[config.mk]
export PLATFORM = sky130hd
export DESIGN_NAME = proc_step_control
export DESIGN_NICKNAME = d
export VERILOG_FILES = /design/src/rtl/proc_step_control.sv
export SDC_FILE = /design/constraint.sdc
export NUM_CORES = 1
export LEC_CHECK = 0
export ABC_AREA = 1
export CAP_MARGIN = 20
export CORE_ASPECT_RATIO = 0.75
export CORE_MARGIN = 2
export CORE_UTILIZATION = 43
export DETAILED_ROUTE_END_ITERATION = 8
export PLACE_DENSITY = 0.86
export SETUP_SLACK_MARGIN = 0.4
export SLEW_MARGIN = 20
export SYNTH_ARGS = -nofsm -noshare
export SYNTH_HDL_FRONTEND = slang
export SYNTH_SLANG_ARGS = --single-unit
[constraint.sdc]
create_clock -name Clock -period 1.7 [get_ports Clock]
set_input_delay 0.17 -clock Clock [delete_from_list [all_inputs] [get_ports Clock]]
set_output_delay 0.17 -clock Clock [all_outputs]
set_load 0.02 [all_outputs]
[src/rtl/proc_step_control.sv]
// proc_step_control: T0..T3 step sequencer, instruction register and per-step strobe decode.
// Optional macro PROC_MVNZ_EN turns opcode 100 into mvnz Rx,Ry (conditional on G_nz).
`default_nettype none

module proc_step_control #(
   parameter int DIN_W = 9
) (
   input  logic             Clock,
   input  logic             Resetn,
   input  logic             Run,
   input  logic [DIN_W-1:0] DIN,
   input  logic             G_nz,
   output logic             IRin,
   output logic [7:0]       Rin,
   output logic [7:0]       Rout,
   output logic             Ain,
   output logic             Gin,
   output logic             Gout,
   output logic             DINout,
   output logic             AddSub,
   output logic             Done,
   output logic [1:0]       Step
);

   localparam logic [2:0] OP_MV   = 3'b000;
   localparam logic [2:0] OP_MVI  = 3'b001;
   localparam logic [2:0] OP_ADD  = 3'b010;
   localparam logic [2:0] OP_SUB  = 3'b011;
   localparam logic [2:0] OP_MVNZ = 3'b100;

   typedef enum logic [1:0] {
      T0 = 2'd0,
      T1 = 2'd1,
      T2 = 2'd2,
      T3 = 2'd3
   } step_t;

   if (DIN_W < 9) begin : g_din_w_check
      $error("proc_step_control: DIN_W must be at least 9");
   end

   step_t      step_q, step_d;
   logic [8:0] ir_q, ir_d;

   logic [2:0] opcode;
   logic [7:0] x_oh;
   logic [7:0] y_oh;
   logic       is_arith;

   assign opcode   = ir_q[8:6];
   assign x_oh     = 8'd1 << ir_q[5:3];
   assign y_oh     = 8'd1 << ir_q[2:0];
   assign is_arith = (opcode == OP_ADD) || (opcode == OP_SUB);

   always_comb begin
      IRin   = 1'b0;
      Rin    = 8'd0;
      Rout   = 8'd0;
      Ain    = 1'b0;
      Gin    = 1'b0;
      Gout   = 1'b0;
      DINout = 1'b0;
      AddSub = 1'b0;
      Done   = 1'b0;
      ir_d   = ir_q;
      step_d = step_q;

      // Reset holds every strobe low, including the Run-driven IRin.
      if (Resetn) begin
         case (step_q)
            T0: begin
               IRin = Run;
               if (Run) begin
                  ir_d = DIN[8:0];
               end
            end
            T1: begin
               case (opcode)
                  OP_MV: begin
                     Rout = y_oh;
                     Rin  = x_oh;
                     Done = 1'b1;
                  end
                  OP_MVI: begin
                     DINout = 1'b1;
                     Rin    = x_oh;
                     Done   = 1'b1;
                  end
                  OP_ADD, OP_SUB: begin
                     Rout = x_oh;
                     Ain  = 1'b1;
                  end
                  OP_MVNZ: begin
`ifdef PROC_MVNZ_EN
                     if (G_nz) begin
                        Rout = y_oh;
                        Rin  = x_oh;
                     end
`endif
                     Done = 1'b1;
                  end
                  default: begin
                     Done = 1'b1;
                  end
               endcase
            end
            T2: begin
               if (is_arith) begin
                  Rout   = y_oh;
                  Gin    = 1'b1;
                  AddSub = (opcode == OP_SUB);
               end
            end
            T3: begin
               if (is_arith) begin
                  Gout = 1'b1;
                  Rin  = x_oh;
               end
               Done = 1'b1;
            end
         endcase
      end

      if (step_q == T0) begin
         step_d = Run ? T1 : T0;
      end else begin
         step_d = Done ? T0 : step_t'(step_q + 2'd1);
      end
   end

   always_ff @(posedge Clock or negedge Resetn) begin
      if (!Resetn) begin
         step_q <= T0;
         ir_q   <= 9'd0;
      end else begin
         step_q <= step_d;
         ir_q   <= ir_d;
      end
   end

   assign Step = step_q;

`ifndef PROC_MVNZ_EN
   logic unused_g_nz;
   assign unused_g_nz = G_nz;
`endif

   if (DIN_W > 9) begin : g_din_wide
      logic unused_din_hi;
      assign unused_din_hi = ^DIN[DIN_W-1:9];
   end

   a_bus_exclusive: assert property (@(posedge Clock) disable iff (!Resetn)
      $onehot0({Rout, Gout, DINout}));

   a_rin_onehot: assert property (@(posedge Clock) disable iff (!Resetn)
      $onehot0(Rin));

endmodule

`default_nettype wire

==> impl_metrics.json, run 1 <==
{
  "status": "stopped before the end",
  "haltStage": "global routing",
  "stop_error": "[ERROR DPL-0033] detailed placement checks failed during check placement.",
  "cts_max_path_buffers": 2,
  "synth_commonest_cells": "nand2_1 (51), nor2_1 (20), inv_1 (12), dfrtp_1 (11), nand3_1 (11)",
  "row_count": 14,
  "hpwl_mm": 2.89,
  "synth_cell_types": 21,
  "synth-simple-area-share_pct": 43.0,
  "synth_top_area_share_pct": 28.8,
  "cts_buffers": 3,
  "die_h_microns": 44.8,
  "synth-async-reset-ratio_pct": 100,
  "postGrtWorstEndpoint": "Rout[7]",
  "synthAdderAreaFrac_pct": 6.55,
  "initial_core_util_pct": 46.6,
  "grt_max_degree": 19,
  "htreeDepth": 1,
  "ys_seq_area_share_pct": 28.8,
  "synth_area_leader_cell": "dfrtp_1",
  "synth_area_sq_um": 955,
  "synth_xor_area_share_pct": 0,
  "die_w_microns": 58.4,
  "synth_nets": 170,
  "root_buffer": "clkbuf_4",
  "cts_sinks": 11,
  "yosys_most_used_dff": "dfrtp_1",
  "synth_most_common_cell": "nand2_1",
  "synth_cells": 152,
  "yosys_warnings": 0,
  "synth-compound-area-share_pct": 12.2,
  "io_buffers": 36,
  "endpoint_type": "output port",
  "place.gp.congestion": 0.854,
  "synth_top_family_by_area": "simple AND/OR/NAND/NOR gates",
  "synth_edf_count": 0,
  "synth_area_leaders": "dfrtp_1 (29%), nand2_1 (20%), nor2_1 (7.9%), ha_1 (6.6%), nand3_1 (5.8%)",
  "ys_ff_latch": 11,
  "syn_area_per_cell_sq_um": 6.28,
  "io_pins": 38,
  "antenna_found_initial": 0,
  "synth.mux.area_fraction_pct": 0
}
-- cells by family after synthesis --
group	after synthesis
flops	11
fa+ha+maj	5
simple gates	93
compound gates	22
buf+inv	21
-- repair_timing --
| action | CTS |
|---|---|
| setup buffers | 2 |
| pin swaps | 5 |
| hold buffers | 0 |
| resized for setup | 142 |
| endpoints found under the setup margin | 35 |
-- per-stage QoR --
stage / area (sq um) / setup TNS (ns) / utilization [%] / std cells / setup slack [ns]
3_3_place_gp: 1780 / -6.55 / 86.7 / 244 / -0.336
4_1_cts: 1860 / -1.21 / 90.8 / 250 / -0.0912
3_5_place_dp: 1780 / -7.66 / 86.7 / 244 / -0.394
2_1_floorplan: 1150 / 0 / - / 152 / 0.140
==> inputs of run 2 (changes only) <==
- CORE_AREA: unset -> 2 2 63 65
- CORE_ASPECT_RATIO: 0.75 -> unset
- CORE_MARGIN: 2 -> unset
- CORE_UTILIZATION: 43 -> unset
- DIE_AREA: unset -> 0 0 65 67
- PLACE_DENSITY: 0.86 -> unset
- PLACE_DENSITY_LB_ADDON: unset -> 0.15
- SETUP_SLACK_MARGIN: 0.4 -> unset
==> run 2 against run 1 <==
- the flow now finishes, with violations (negative setup slack)
- synthesized area unchanged
- synthesized cell count unchanged
==> impl_metrics.json, run 2 <==
{
  "synth_cell_types": 21,
  "yosys_warnings": 0,
  "status": "finished, violations left",
  "synth_most_common_cell": "nand2_1",
  "critPathRequiredTime_ns": 1.53,
  "period_share_pct": 101,
  "cts_tree": "done",
  "path_cells": "buf_4 > ha_2 > nand2_2 > nor2_4 > nor2_4 > nor2_1 > buf_2",
  "cts_max_path_buffers": 2,
  "final_cell_mix": "nand2_1 (48), buf_4 (43), nor2_1 (14)",
  "synth_cells": 152,
  "hold_ws_ns": 0.445,
  "vdd_ir_drop_max_mv": 0.643,
  "regMostFlops": "ir_q",
  "synth_area_leaders": "dfrtp_1 (29%), nand2_1 (20%), nor2_1 (7.9%), ha_1 (6.6%), nand3_1 (5.8%)",
  "dr_total_vias": 1192,
  "hp-class": "input pin to asynchronous set/reset pin",
  "cp_top_family": "simple AND/OR/NAND/NOR gates",
  "final_common_cell": "nand2_1",
  "row_count": 22,
  "synth_area_sq_um": 955,
  "crit_type": "register to primary output",
  "leakage_nw": 0.784,
  "clkLatencyLatePin_ns": 0.23,
  "place.gp.congestion": 0.821,
  "n_antenna_cell": 0,
  "maxCapViolations": 0,
  "ys_seq_area_share_pct": 28.8,
  "maxSlewHeadroom_pct": 80.4,
  "crit_path_max_fanout": 8,
  "finalCriticalPeriod_ns": 1.72,
  "grt_pass1_vias": 1138,
  "place_inst": 266,
  "worst_r2r_path_depth": 7,
  "finalSetupViolCount": 6,
  "layout.nets": 244,
  "grt_max_degree": 19,
  "rsz0062_at_grt": "yes",
  "clk_transition_reported_paths_ns": 0.05,
  "cp.arrival_ns": 1.55,
  "cp_num_buf_inv": 2,
  "violations": "negative setup slack",
  "ys_ff_latch": 11,
  "synth_edf_count": 0,
  "io_buffers": 36,
  "wire_per_inst_microns": 11.0,
  "area_growth_pct": 73.0,
  "maxSlewViolCount": 0,
  "io_pins": 38,
  "wl_mm": 3.00,
  "grt_pass1_wl_mm": 5.00,
  "max_freq_mhz": 582,
  "synth_commonest_cells": "nand2_1 (51), nor2_1 (20), inv_1 (12), dfrtp_1 (11), nand3_1 (11)",
  "antenna_left": 0,
  "regToRegStartpoint": "Step[1]",
  "yosys_most_used_dff": "dfrtp_1",
  "core-area_sq_mm": 0.00361,
  "antenna_found_initial": 0,
  "die_h_microns": 67,
  "synth_area_leader_cell": "dfrtp_1",
  "first_pass_iters": 4,
  "cp_common_cell": "nor2_4",
  "instances_no_fill": 273,
  "syn_area_per_cell_sq_um": 6.28,
  "hold_viol_final": 0,
  "grt_overflow": 0,
  "skew_ns": 0.00311,
  "synth-async-reset-ratio_pct": 100,
  "largest_register_ffs": 9,
  "drc": 0,
  "crit_path_end_kind": "primary output",
  "drtIter0Drc": 43,
  "cts_buffers": 3,
  "r2r_slack_ns": 0.28,
  "die_w_microns": 65,
  "htreeDepth": 1,
  "synth_nets": 170,
  "synth_top_area_share_pct": 28.8,
  "initial_core_util_pct": 26.5,
  "fin_ws_ns": -0.0179,
  "rr_endpoint": "Step[1]",
  "max_stage_delay_ns": 0.41,
  "hpwl_mm": 2.38,
  "worstMarginPinSlew_ns": 0.293,
  "dieArea_sq_mm": 0.00436,
  "drive_above_1_share_pct": 42.7,
  "root_buffer": "clkbuf_8",
  "power_mw": 2.40,
  "cts_sinks": 11,
  "p_per_area_mw_per_mm2": 1450,
  "cp-start-kind": "register",
  "vias_per_cell": 4.37,
  "holdBufCountCts": 0,
  "grtUsageTotal_pct": 14.8,
  "slowest_stage": "dfrtp_1"
}
[run 2: cell counts after synthesis]
No cell type changed its count.
[run 2: layout make-up]
cell class | count | area (sq um)
Sequential cell | 11 | 277
Tap cell | 48 | 60.1
Inverter | 18 | 70.1
Timing Repair Buffer | 71 | 546
Fill cell | 393 | 1950
Clock buffer | 4 | 45.0
Multi-Input combinational cell | 121 | 654
[run 2: timing repair]
item	4_1_cts	5_1_grt
gates resized for setup	97	28
setup endpoints to repair	23	23
pin swaps	2	6
cloned	1	0
buffers inserted	0	2
[run 2: cells by family after synthesis]
kind of cell	after synthesis	synth area share [%]
adder cells (fa/ha/maj)	5	6.55
AND/OR/NAND/NOR	93	43.0
AO/OA/AOI/OAI	22	12.2
buffers and inverters	21	9.44
flip-flops	11	28.8
[run 2: layer usage]
| metal | vias to the layer above | routed length (microns) | track usage (%) |
|---|---|---|---|
| met1 | 536 | 1420 | 19.5 |
| met5 | - | 0 | 0 |
| met2 | 26 | 1450 | 24.5 |
| li1 | 626 | - | - |
| met4 | 0 | 44 | 6.38 |
| met3 | 4 | 93 | 1.52 |
[run 2: worst max path at each step]
stage	from	slack [ns]	end	depth (start not counted)
6_report	Step[1]	-0.02	Rin[1]	7
5_1_grt	Step[0]	-0.09	AddSub	8
4_1_cts	Step[0]	-0.002	Rout[4]	6
3_5_place_dp	Resetn	-0.29	Rin[2]	6
3_3_place_gp	Step[0]	-0.28	Rout[7]	6
2_1_floorplan	Step[1]	0.04	Rin[0]	7
[run 2: report_power, final]
| group | total, mW | internal, mW | switching [mW] |
|---|---|---|---|
| Sequential | 0.504 | 0.389 | 0.114 |
| Combinational | 1.63 | 0.726 | 0.908 |
| Clock | 0.261 | 0.165 | 0.0962 |
| Total | 2.40 | 1.28 | 1.12 |
[run 2: stage by stage]
step / cell area (sq um) / utilization [%] / setup slack [ns] / TNS, ns
4_1_cts: 1610 / 44.6 / -0.00179 / -0.00179
6_report: 1650 / 45.8 / -0.0179 / -0.0684
3_5_place_dp: 1600 / 44.4 / -0.293 / -5.48
3_3_place_gp: 1600 / 44.4 / -0.284 / -4.90
5_1_grt: 1650 / 45.8 / -0.0899 / -1.20
2_1_floorplan: 955 / - / 0.0358 / 0
(Power assumes the default switching activity.)
